===== config.mk =====
export PLATFORM = sky130hd
export DESIGN_NAME = pipe_stage_reg
export DESIGN_NICKNAME = d
export VERILOG_FILES = /design/src/rtl/pipe_pkg.sv /design/src/rtl/pipe_stage_reg.sv
export SDC_FILE = /design/constraint.sdc
export NUM_CORES = 1
export LEC_CHECK = 0
export BUFFER_PORTS_ARGS = -buffer_cell sky130_fd_sc_hd__buf_2
export CORE_UTILIZATION = 25
export CTS_CLUSTER_DIAMETER = 40
export DETAILED_ROUTE_END_ITERATION = 10
export GPL_ROUTABILITY_DRIVEN = 0
export PLACE_DENSITY_LB_ADDON = 0.1
export SYNTH_ARGS = -nofsm -noshare
export SYNTH_HDL_FRONTEND = slang
export SYNTH_SLANG_ARGS = --single-unit

===== constraint.sdc =====
create_clock -name clk -period 4.7 [get_ports clk]
set_input_delay 1.175 -clock clk [delete_from_list [all_inputs] [get_ports clk]]
set_output_delay 1.175 -clock clk [all_outputs]
set_load 0.005 [all_outputs]

===== src/rtl/pipe_pkg.sv =====
// Shared pipeline definitions: occupancy encoding and per-stage word layouts.
package pipe_pkg;

  // Number of words held by an inter-stage register.
  typedef enum logic [1:0] {
    OCC_EMPTY = 2'd0,
    OCC_ONE   = 2'd1,
    OCC_TWO   = 2'd2
  } occ_t;

  // Control-field widths (LSBs of each stage word, zeroed on bubbles).
  localparam int IF_ID_CTRL_W = 1;
  localparam int ID_EX_CTRL_W = 8;
  localparam int EX_ME_CTRL_W = 3;
  localparam int ME_WB_CTRL_W = 2;

  // Total packed-word widths per stage.
  localparam int IF_ID_W = 64;
  localparam int ID_EX_W = 120;
  localparam int EX_ME_W = 72;
  localparam int ME_WB_W = 71;

endpackage


===== src/rtl/pipe_stage_reg.sv =====
// Inter-stage pipeline register with valid/ready handshake, synchronous flush
// and an optional 2-entry skid buffer giving a registered in_ready.
module pipe_stage_reg
  import pipe_pkg::*;
#(
  parameter int DATA_W = EX_ME_W,
  parameter int CTRL_W = EX_ME_CTRL_W,
  parameter int SKID   = 1
) (
  input  logic              clk,
  input  logic              rst,
  input  logic              in_valid,
  output logic              in_ready,
  input  logic [DATA_W-1:0] in_data,
  input  logic              flush,
  output logic              out_valid,
  input  logic              out_ready,
  output logic [DATA_W-1:0] out_data,
  output logic [1:0]        occupancy
);

  occ_t              r_occ;
  occ_t              w_occ_n;
  logic [DATA_W-1:0] r_main;
  logic [DATA_W-1:0] w_main_n;
  logic [DATA_W-1:0] w_skid;
  logic              w_in_ready;
  logic              w_out_valid;
  logic              w_in_fire;
  logic              w_out_fire;

  assign w_out_valid = (r_occ != OCC_EMPTY);
  assign w_in_fire   = in_valid && w_in_ready;
  assign w_out_fire  = w_out_valid && out_ready;

  // Next occupancy and main-register contents; flush overrides everything.
  always_comb begin
    w_occ_n  = r_occ;
    w_main_n = r_main;
    if (flush) begin
      w_occ_n                = OCC_EMPTY;
      w_main_n[CTRL_W-1:0]   = '0;
    end else begin
      case (r_occ)
        OCC_EMPTY: begin
          if (w_in_fire) begin
            w_occ_n  = OCC_ONE;
            w_main_n = in_data;
          end
        end
        OCC_ONE: begin
          // In-fire without out-fire only happens with a skid entry present.
          if (w_in_fire && w_out_fire) w_main_n = in_data;
          else if (w_in_fire)          w_occ_n  = OCC_TWO;
          else if (w_out_fire)         w_occ_n  = OCC_EMPTY;
        end
        OCC_TWO: begin
          if (w_out_fire) begin
            w_occ_n  = OCC_ONE;
            w_main_n = w_skid;
          end
        end
        default: w_occ_n = OCC_EMPTY;
      endcase
    end
  end

  // Main register and occupancy; reset drops anything in flight.
  always_ff @(posedge clk or negedge rst) begin
    if (!rst) begin
      r_occ  <= OCC_EMPTY;
      r_main <= '0;
    end else begin
      r_occ  <= w_occ_n;
      r_main <= w_main_n;
    end
  end

  generate
    if (SKID != 0) begin : g_skid
      logic [DATA_W-1:0] r_skid;
      logic              r_in_rdy;

      // Skid entry catches the word accepted while downstream stalls.
      always_ff @(posedge clk or negedge rst) begin
        if (!rst)
          r_skid <= '0;
        else if (flush)
          r_skid[CTRL_W-1:0] <= '0;
        else if (r_occ == OCC_ONE && w_in_fire && !w_out_fire)
          r_skid <= in_data;
      end

      // Registered ready breaks the out_ready -> in_ready path.
      always_ff @(posedge clk or negedge rst) begin
        if (!rst) r_in_rdy <= 1'b1;
        else      r_in_rdy <= (w_occ_n != OCC_TWO);
      end

      assign w_skid     = r_skid;
      assign w_in_ready = r_in_rdy;
    end else begin : g_noskid
      assign w_skid     = '0;
      assign w_in_ready = !w_out_valid || out_ready;
    end
  endgenerate

  assign in_ready  = w_in_ready;
  assign out_valid = w_out_valid;
  assign occupancy = r_occ;
  // Bubbles never leak control bits downstream.
  assign out_data  = {r_main[DATA_W-1:CTRL_W],
                      w_out_valid ? r_main[CTRL_W-1:0] : {CTRL_W{1'b0}}};

endmodule


==> results.sh, run 1 <==
export IMPL_period_share_pct=56.34
export IMPL_path_class="reg -> out"
export IMPL_cts_tree="done"
export IMPL_worst_pin_slew_ps=956.4
export IMPL_clk_path_buf_depth=2
export IMPL_netlist_area_sq_um=6799
export IMPL_cellLeakagePower_nw=3.690
export IMPL_wl_per_cell_microns=15.45
export IMPL_root_buffer="clkbuf_16"
export IMPL_drc=0
export IMPL_status="finished clean"
export IMPL_cpMaxStageDelayCell="dfrtp_1"
export IMPL_synth_flop_cell="dfrtp_1"
export IMPL_syn2layout_area_growth_pct=17.24
export IMPL_max_freq_ghz=0.3776
export IMPL_synthesis_nets=636
export IMPL_crit_start="occupancy[0]$_DFF_PN0_"
export IMPL_route_antenna_remaining_nets=0
export IMPL_synth_seq_cells=147
export IMPL_cts_sinks=147
export IMPL_io_pins=153
export IMPL_avgSynthCellArea_sq_um=12.16
export IMPL_p_per_area_nw_per_um2=477.7
export IMPL_final_util_pct=30.25
export IMPL_rsz0062_at_grt="no"
export IMPL_synth_edf_count=0
export IMPL_grt_max_degree=142
export IMPL_cp_endpoint="out_data[1]"
export IMPL_viasPerCell=4.191
export IMPL_synth_fa_ha_area_share_pct=0
export IMPL_grt_pass1_wl_mm=25.25
export IMPL_path_depth=3
export IMPL_worstPathRequired_ps=3520
export IMPL_min_period_ps=2648
export IMPL_regToRegEndpoint="g_skid.r_skid[62]$_DFFE_PN0P_"
export IMPL_port_buffers=152
export IMPL_core_area_sq_um=26350
export IMPL_numCtsBuffers=17
export IMPL_fin_tns_setup_ps=0
export IMPL_wl_mm=15.18
export IMPL_postCtsHoldBufs=0
export IMPL_grt_ovfl_total=0
export IMPL_hp_class="reg -> reg"
export IMPL_slew_violations=0
export IMPL_grt_pass1_vias=4568
export IMPL_cp_top_family="flip-flops"
export IMPL_synth_compound_gate_area_share_pct=6.404
export IMPL_grt_use_total_pct=11.67
export IMPL_worst_path_buf_inv=1
export IMPL_synth_xor_area_share_pct=0.1288
export IMPL_synthCells=559
export IMPL_finalHoldViolations=0
export IMPL_first_pass_iters=4
export IMPL_drive_gt1_share_pct=40.74
export IMPL_maxCapViolations=0
export IMPL_cts_clk_slew_worst_paths_ps=60
export IMPL_clk_latency_ps=410
export IMPL_slowest_delay_ps=480
export IMPL_timing_rr_start="in_ready$_DFF_PN1_"
export IMPL_cp_arrival_ps=1470
export IMPL_num_vias=4120
export IMPL_drt_initial_drc_count=188
export IMPL_synth_distinct_cells=29
export IMPL_critPathLaunchType="register"
export IMPL_fillers=2719
export IMPL_postCtsSetupBuffers=0
export IMPL_antenna_found_initial=1
export IMPL_dp_hpwl_mm=10.12
export IMPL_critPathCaptureType="primary output"
export IMPL_start_util_pct=25.80
export IMPL_fp_row_count=59
export IMPL_nNetsFinal=712
export IMPL_antennaDiodeCount=0
export IMPL_ir_drop_mv=0.2229
export IMPL_dieHeight_microns=166.9
export IMPL_fin_worst_skew_ps=8.825
export IMPL_critPathMaxFanout=7
export IMPL_reg2regPathDepth=4
export IMPL_async_flop_share_pct=100.0
export IMPL_yosys_warnings=0
export IMPL_dieArea_sq_um=27860
export IMPL_fp_dieW_microns=166.9
export IMPL_h_tree_depth=4
export IMPL_yosys_area_share_simple_pct=5.466
export IMPL_mostFrequentLayoutCell="buf_2"
export IMPL_mostFrequentLayoutCells="buf_2, dfrtp_1, nand2_1"
export IMPL_path_cells="nor2_1 > nor2b_1 > buf_2"
export IMPL_cts_resized=0
export IMPL_synth_top_family_by_area="multiplexers"
export IMPL_ys_seq_area_share_pct=54.12
export IMPL_synth_mux_area_share_pct=22.58
export IMPL_finalSetupViolCount=0
export IMPL_maxSlewHeadroom_pct=36.24
export IMPL_reg2reg_setup_slack_ps=2470
==> tightest hold or removal path: cells and delay by family, from the launching register on <==
kind / cells / cell delay [ps]
flip-flops: 1 / 330
AO/OA/AOI/OAI: 1 / 60
AND/OR/NAND/NOR: 1 / 40
==> registers in the layout, indices dropped and copies added (netlist names) <==
register / cells
occupancy: 2
in_ready: 1
g_skid.r_skid: 72
r_main: 72
==> report_power, final <==
part | leakage [nW] | internal (W) | switching (W)
registers | 1.83 | 0.00157 | 0.000153
logic | 1.55 | 0.000324 | 0.000251
clock network | 0.314 | 0.000949 | 0.000565
==> worst min path at each step <==
stage / startpoint / endpoint / slack, ps / cells after the start
2_1_floorplan: r_main[0]$_DFFE_PN0P_ / r_main[0]$_DFFE_PN0P_ / 440 / 2
6_report: r_main[2]$_DFFE_PN0P_ / r_main[2]$_DFFE_PN0P_ / 470 / 2
4_1_cts: r_main[2]$_DFFE_PN0P_ / r_main[2]$_DFFE_PN0P_ / 480 / 2
3_3_place_gp: r_main[2]$_DFFE_PN0P_ / r_main[2]$_DFFE_PN0P_ / 460 / 2
5_1_grt: r_main[16]$_DFFE_PN0P_ / r_main[16]$_DFFE_PN0P_ / 500 / 2
3_5_place_dp: r_main[2]$_DFFE_PN0P_ / r_main[2]$_DFFE_PN0P_ / 460 / 2
==> kinds of logic after synthesis <==
group | Yosys count
simple gates | 86
buf+inv | 104
flops | 147
mux | 141
xor+xnor | 1
compound gates | 80
==> cells in the mapped netlist (2+ instances only) <==
cell      number  area (sq um)
nor2_1         2         7.510
nand2_1       73         274.0
buf_6         10         112.6
buf_2          7         35.03
a22o_1         3         26.28
mux2_4        10         150.1
nor2b_1        4         25.02
buf_4         78         585.6
dfrtp_1      146          3654
inv_1          3         11.26
a21oi_1        2         10.01
mux2_2        59         664.4
o21ai_0       56         280.3
clkbuf_1       5         18.77
o21ai_1       16         80.08
mux2i_1       72         720.7
==> stage by stage <==
step                area [sq um]  setup slack (ps)  hold slack, ps  total power [W]  cells
finish                      7971              2052           468.4         0.003808    983
global route                7971              1931           504.4         0.004048    983
CTS                         7971              2019           476.6         0.003884    983
detailed placement          7318              1678           464.0         0.002334    951
global placement            7318              1731           456.3         0.002306    951
floorplan                   6799              2404           442.2         0.002207    559
==> per-layer routing <==
layer	vias to the layer above	GRT usage (%)	share of wire (%)
met2	93	19.16	48
met4	2	3.140	0.92
met5	-	0	0.086
met3	9	3.232	4.1
met1	2022	15.02	47
li1	1994	-	-
==> area by class of cell <==
cell class / count / area, sq um / share of cell area, %
tap: 335 / 419.2 / 5.258
inverter: 3 / 11.26 / 0.1413
sequential: 147 / 3680 / 46.16
multi-input combinational: 308 / 2359 / 29.59
clock buffer: 17 / 425.4 / 5.337
clock inverter: 15 / 227.7 / 2.857
timing repair buffer: 158 / 849.6 / 10.66
No activity file was read; power rests on OpenSTA's default activity.
==> run 2: changes to the inputs <==
==> constraint.sdc (replaced) <==
create_clock -name clk -period 2.4 [get_ports clk]
set_input_delay 0.6 -clock clk [delete_from_list [all_inputs] [get_ports clk]]
set_output_delay 0.6 -clock clk [all_outputs]
set_load 0.005 [all_outputs]
==> run 2 against run 1 <==
- flip-flop and latch count is the same
- clock skew is essentially flat
- clock power grew 96%
- first-iteration DRC count shrank 11%
- largest power group unchanged
- register-to-register slack lost 2000 ps
==> results.sh, run 2 (synthesis results as in run 1) <==
export IMPL_status="finished clean"
export IMPL_reg2regPathDepth=4
export IMPL_first_pass_iters=4
export IMPL_maxSlewHeadroom_pct=65.31
export IMPL_p_switching_w=0.001855
export IMPL_hp_class="in -> async"
export IMPL_cp_arrival_ps=1440
export IMPL_core_area_sq_um=26350
export IMPL_grt_max_degree=94
export IMPL_dieArea_sq_um=27860
export IMPL_mostFrequentLayoutCells="buf_2, dfrtp_1, nand2_1"
export IMPL_critPathMaxFanout=7
export IMPL_wl_met1_mm=6.989
export IMPL_max_freq_ghz=0.4898
export IMPL_combPwrFrac_pct=15.1
export IMPL_min_period_ps=2042
export IMPL_fp_row_count=59
export IMPL_mostFrequentLayoutCell="buf_2"
export IMPL_fin_ws_ps=358.4
export IMPL_worstPathRequired_ps=1800
export IMPL_wl_per_cell_microns=14.76
export IMPL_wl_met2_mm=6.737
export IMPL_antennaDiodeCount=0
export IMPL_period_share_pct=85.07
export IMPL_grt_pass1_wl_mm=24.18
export IMPL_rsz0062_at_grt="no"
export IMPL_p_seq_share_pct=45.2
export IMPL_p_clk_share_pct=39.7
export IMPL_critPathCaptureType="primary output"
export IMPL_io_pins=153
export IMPL_slew_violations=0
export IMPL_cellLeakagePower_nw=3.727
export IMPL_wl_mm=14.55
export IMPL_maxCapViolations=0
export IMPL_fin_worst_skew_ps=8.862
export IMPL_pre_cts_slack_ps=287.3
export IMPL_met3_length_microns=681
export IMPL_fillers=2711
export IMPL_finalHoldViolations=0
export IMPL_final_util_pct=30.45
export IMPL_antenna_found_initial=1
export IMPL_start_util_pct=25.80
export IMPL_p_int_w=0.005588
export IMPL_fin_cells=986
export IMPL_fp_dieW_microns=166.9
export IMPL_port_buffers=152
export IMPL_nNetsFinal=715
export IMPL_p_per_area_nw_per_um2=927.5
export IMPL_switching_share_pct=24.93
export IMPL_cts_sinks=147
export IMPL_drc=0
export IMPL_grt_pass1_vias=4591
export IMPL_syn2layout_area_growth_pct=18.03
export IMPL_grt_use_total_pct=11.18
export IMPL_root_buffer="clkbuf_16"
export IMPL_drive_gt1_share_pct=40.71
export IMPL_numCtsBuffers=17
export IMPL_timing_rr_start="in_ready$_DFF_PN1_"
export IMPL_dp_cells=954
export IMPL_top_layer="met5"
export IMPL_ir_drop_mv=0.4429
export IMPL_num_vias=4092
export IMPL_critPathLaunchType="register"
export IMPL_h_tree_depth=4
export IMPL_dp_hpwl_mm=9.951
export IMPL_finalSetupViolCount=0
export IMPL_cts_tree="done"
export IMPL_postCtsHoldBufs=0
export IMPL_route_antenna_remaining_nets=0
export IMPL_cts_resized=0
export IMPL_cts_clk_slew_worst_paths_ps=70
export IMPL_postCtsSetupBuffers=0
export IMPL_path_class="reg -> out"
export IMPL_timing_hold_ws_ps=72.46
export IMPL_crit_start="occupancy[0]$_DFF_PN0_"
export IMPL_drt_initial_drc_count=167
export IMPL_clk_latency_ps=420
export IMPL_fin_tns_setup_ps=0
export IMPL_viasPerCell=4.150
export IMPL_clk_path_buf_depth=2
export IMPL_grt_ovfl_total=0
export IMPL_dieHeight_microns=166.9
export IMPL_worst_pin_slew_ps=520.4
==> run 2: routing by layer <==
layer | GRT usage (%) | vias to the layer above
li1 | - | 1999
met4 | 3.261 | 2
met1 | 14.23 | 1989
met3 | 3.470 | 9
met2 | 18.14 | 93
met5 | 0 | -
==> run 2: area by class of cell <==
cell class                      count  area, sq um  area share (%)
Clock inverter                     12        200.2           2.495
Multi-Input combinational cell    308         2359           29.39
Sequential cell                   147         3680           45.85
Tap cell                          335        419.2           5.223
Clock buffer                       20        446.7           5.566
Inverter                            3        11.26          0.1403
Timing Repair Buffer              161        909.6           11.33
==> run 2: worst max-delay path, cell delays in order, from the launching register on <==
cell and delay [ps]:
dfrtp_1 460, nor2_1 310, nor2b_1 110, buf_2 150
==> run 2: worst paths after layout <==
kind                                                       to  slack, ps
worst min-delay path                   r_main[68]$_DFFE_PN0P_         70
max in group asynchronous                  in_ready$_DFF_PN1_       1650
min in group clk                       occupancy[0]$_DFF_PN0_        420
worst max register to register  g_skid.r_skid[62]$_DFFE_PN0P_        450
worst max-delay path                              out_data[0]        360
worst min register to register          r_main[3]$_DFFE_PN0P_        470
==> run 2: power by group through the flow <==
stage | clock [W] | combinational [W] | sequential, W
CTS | 0.00307 | 0.00116 | 0.00337
global route | 0.00319 | 0.00128 | 0.00345
global placement | 0 | 0.00113 | 0.00339
floorplan | 0 | 0.00100 | 0.00332
detailed placement | 0 | 0.00116 | 0.00341
finish | 0.00296 | 0.00112 | 0.00336
==> run 2: stage by stage <==
stage / total power (W) / area, sq um
after floorplan: 0.004322 / 6799
after global placement: 0.004517 / 7378
after detailed placement: 0.004563 / 7378
after CTS: 0.007600 / 8025
final: 0.007444 / 8025
after global routing: 0.007915 / 8025
==> run 3: changes to the inputs <==
--- a/config.mk
+++ b/config.mk
@@ -6,7 +6,7 @@
 export NUM_CORES = 1
 export LEC_CHECK = 0
 export BUFFER_PORTS_ARGS = -buffer_cell sky130_fd_sc_hd__buf_2
-export CORE_UTILIZATION = 25
+export CORE_UTILIZATION = 40
 export CTS_CLUSTER_DIAMETER = 40
 export DETAILED_ROUTE_END_ITERATION = 10
 export GPL_ROUTABILITY_DRIVEN = 0
==> constraint.sdc (replaced) <==
create_clock -name clk -period 2 [get_ports clk]
set_input_delay 0.5 -clock clk [delete_from_list [all_inputs] [get_ports clk]]
set_output_delay 0.5 -clock clk [all_outputs]
set_load 0.005 [all_outputs]
==> run 3 against run 2 <==
- final area is 1.6% lower
- flip-flop and latch count unchanged
- critical path type unchanged
- power grew 15%
- die area decreased by 37%
- largest power group unchanged
- highest routed layer is now met4
- setup slack lost 210 ps
- register-to-register slack lost 180 ps
- sequential power rose by 20%
- worst hold slack worse by 67 ps
- combinational power rose by 21%
- global-route usage is 5.1 points higher
==> results.sh, run 3 (synthesis results as in run 1) <==
export IMPL_dieHeight_microns=132.4
export IMPL_syn2layout_area_growth_pct=16.18
export IMPL_root_buffer="clkbuf_16"
export IMPL_postCtsSetupBuffers=0
export IMPL_fin_cells=874
export IMPL_max_freq_ghz=0.5410
export IMPL_grt_ovfl_total=0
export IMPL_core_area_sq_um=16580
export IMPL_antenna_found_initial=0
export IMPL_grt_pass1_vias=4293
export IMPL_drt_initial_drc_count=131
export IMPL_worst_pin_slew_ps=566.0
export IMPL_route_antenna_remaining_nets=0
export IMPL_dieArea_sq_um=17520
export IMPL_cellLeakagePower_nw=3.729
export IMPL_antennaDiodeCount=0
export IMPL_stdcell_area_sq_um=7899
export IMPL_wl_mm=13.27
export IMPL_cts_resized=0
export IMPL_finalSetupViolCount=0
export IMPL_fp_dieW_microns=132.4
export IMPL_p_per_area_nw_per_um2=1083
export IMPL_critPathCaptureType="primary output"
export IMPL_mostFrequentLayoutCells="buf_2, dfrtp_1, nand2_1"
export IMPL_p_clk_share_pct=37.0
export IMPL_h_tree_depth=4
export IMPL_maxCapViolations=0
export IMPL_clk_path_buf_depth=2
export IMPL_place_area_sq_um=7302
export IMPL_min_period_ps=1848
export IMPL_reg2reg_setup_slack_ps=270
export IMPL_postCtsHoldBufs=0
export IMPL_timing_hold_ws_ps=5.317
export IMPL_drive_gt1_share_pct=41.28
export IMPL_cts_tree="done"
export IMPL_nNetsFinal=719
export IMPL_clk_latency_ps=410
export IMPL_ir_drop_mv=0.5781
export IMPL_worstPathRequired_ps=1500
export IMPL_grt_use_total_pct=16.24
export IMPL_grt_pass1_wl_mm=22.11
export IMPL_slew_violations=0
export IMPL_numCtsBuffers=17
export IMPL_critPathMaxFanout=7
export IMPL_path_class="reg -> out"
export IMPL_mostFrequentLayoutCell="buf_2"
export IMPL_p_int_w=0.006445
export IMPL_num_vias=4148
export IMPL_fillers=1556
export IMPL_status="finished clean"
export IMPL_maxSlewHeadroom_pct=62.19
export IMPL_regToRegEndpoint="r_main[6]$_DFFE_PN0P_"
export IMPL_drc=0
export IMPL_port_buffers=152
export IMPL_fin_worst_skew_ps=5.735
export IMPL_reg2regPathDepth=4
export IMPL_io_pins=153
export IMPL_power_w=0.008553
export IMPL_grt_max_degree=77
export IMPL_fp_row_count=47
export IMPL_start_util_pct=41.00
export IMPL_first_pass_iters=4
export IMPL_critPathLaunchType="register"
export IMPL_finalHoldViolations=0
export IMPL_cts_clk_slew_worst_paths_ps=60
export IMPL_cts_sinks=147
export IMPL_wl_per_cell_microns=15.18
export IMPL_viasPerCell=4.746
export IMPL_dp_cells=843
export IMPL_rsz0062_at_grt="no"
export IMPL_p_switching_w=0.002108
export IMPL_switching_share_pct=24.64
export IMPL_p_seq_share_pct=47.1
export IMPL_hp_class="in -> async"
export IMPL_period_share_pct=92.42
export IMPL_dp_hpwl_mm=8.828
export IMPL_combPwrFrac_pct=15.9
export IMPL_cp_arrival_ps=1350
export IMPL_fin_tns_setup_ps=0
export IMPL_timing_rr_start="occupancy[1]$_DFF_PN0_"
## run 3: power groups by stage
stage / logic, W / registers, W / clock network (W)
after floorplan: 0.00120 / 0.00398 / 0
after global placement: 0.00134 / 0.00405 / 0
after detailed placement: 0.00139 / 0.00408 / 0
after CTS: 0.00139 / 0.00404 / 0.00326
after global routing: 0.00153 / 0.00412 / 0.00339
final: 0.00136 / 0.00403 / 0.00316
## run 3: through the flow
step           util, %  setup WS (ps)
3_3_place_gp     44.03          213.4
6_report         47.63          151.6
4_1_cts          47.63          127.7
5_1_grt          47.63          66.49
3_5_place_dp     44.03          189.0
2_1_floorplan        -          379.0
## run 3: worst max-delay path, cell delays in order (launching register included)
cell and delay (ps):
dfrtp_1 470, nor2_1 250, nor2b_1 80, buf_2 130
## run 3: layer usage
layer	track usage (%)	share of wire (%)
met2	25.03	46
met5	0	0
met4	6.066	1.6
met1	21.59	48
met3	4.844	5.2
## run 3: worst max path at each step
stage                                 startpoint                            end  slack [ps]  cells past startpoint
after floorplan                         in_valid  g_skid.r_skid[61]$_DFFE_PN0P_         380                      6
after global placement                  in_valid  g_skid.r_skid[32]$_DFFE_PN0P_         210                      5
after detailed placement                in_valid  g_skid.r_skid[33]$_DFFE_PN0P_         190                      5
after CTS                 occupancy[0]$_DFF_PN0_                    out_data[2]         130                      3
after global routing      occupancy[0]$_DFF_PN0_                    out_data[2]          70                      3
final                     occupancy[0]$_DFF_PN0_                    out_data[2]         150                      3
## run 3: layout make-up
cell class	count	area, sq um	share of cell area (%)
clock buffers	22	494.2	6.257
repair buffers	165	977.2	12.37
inverters	3	11.26	0.1426
multi-input cells	308	2359	29.86
flip-flops and latches	147	3680	46.59
well taps	220	275.3	3.485
clock inverters	9	102.6	1.299
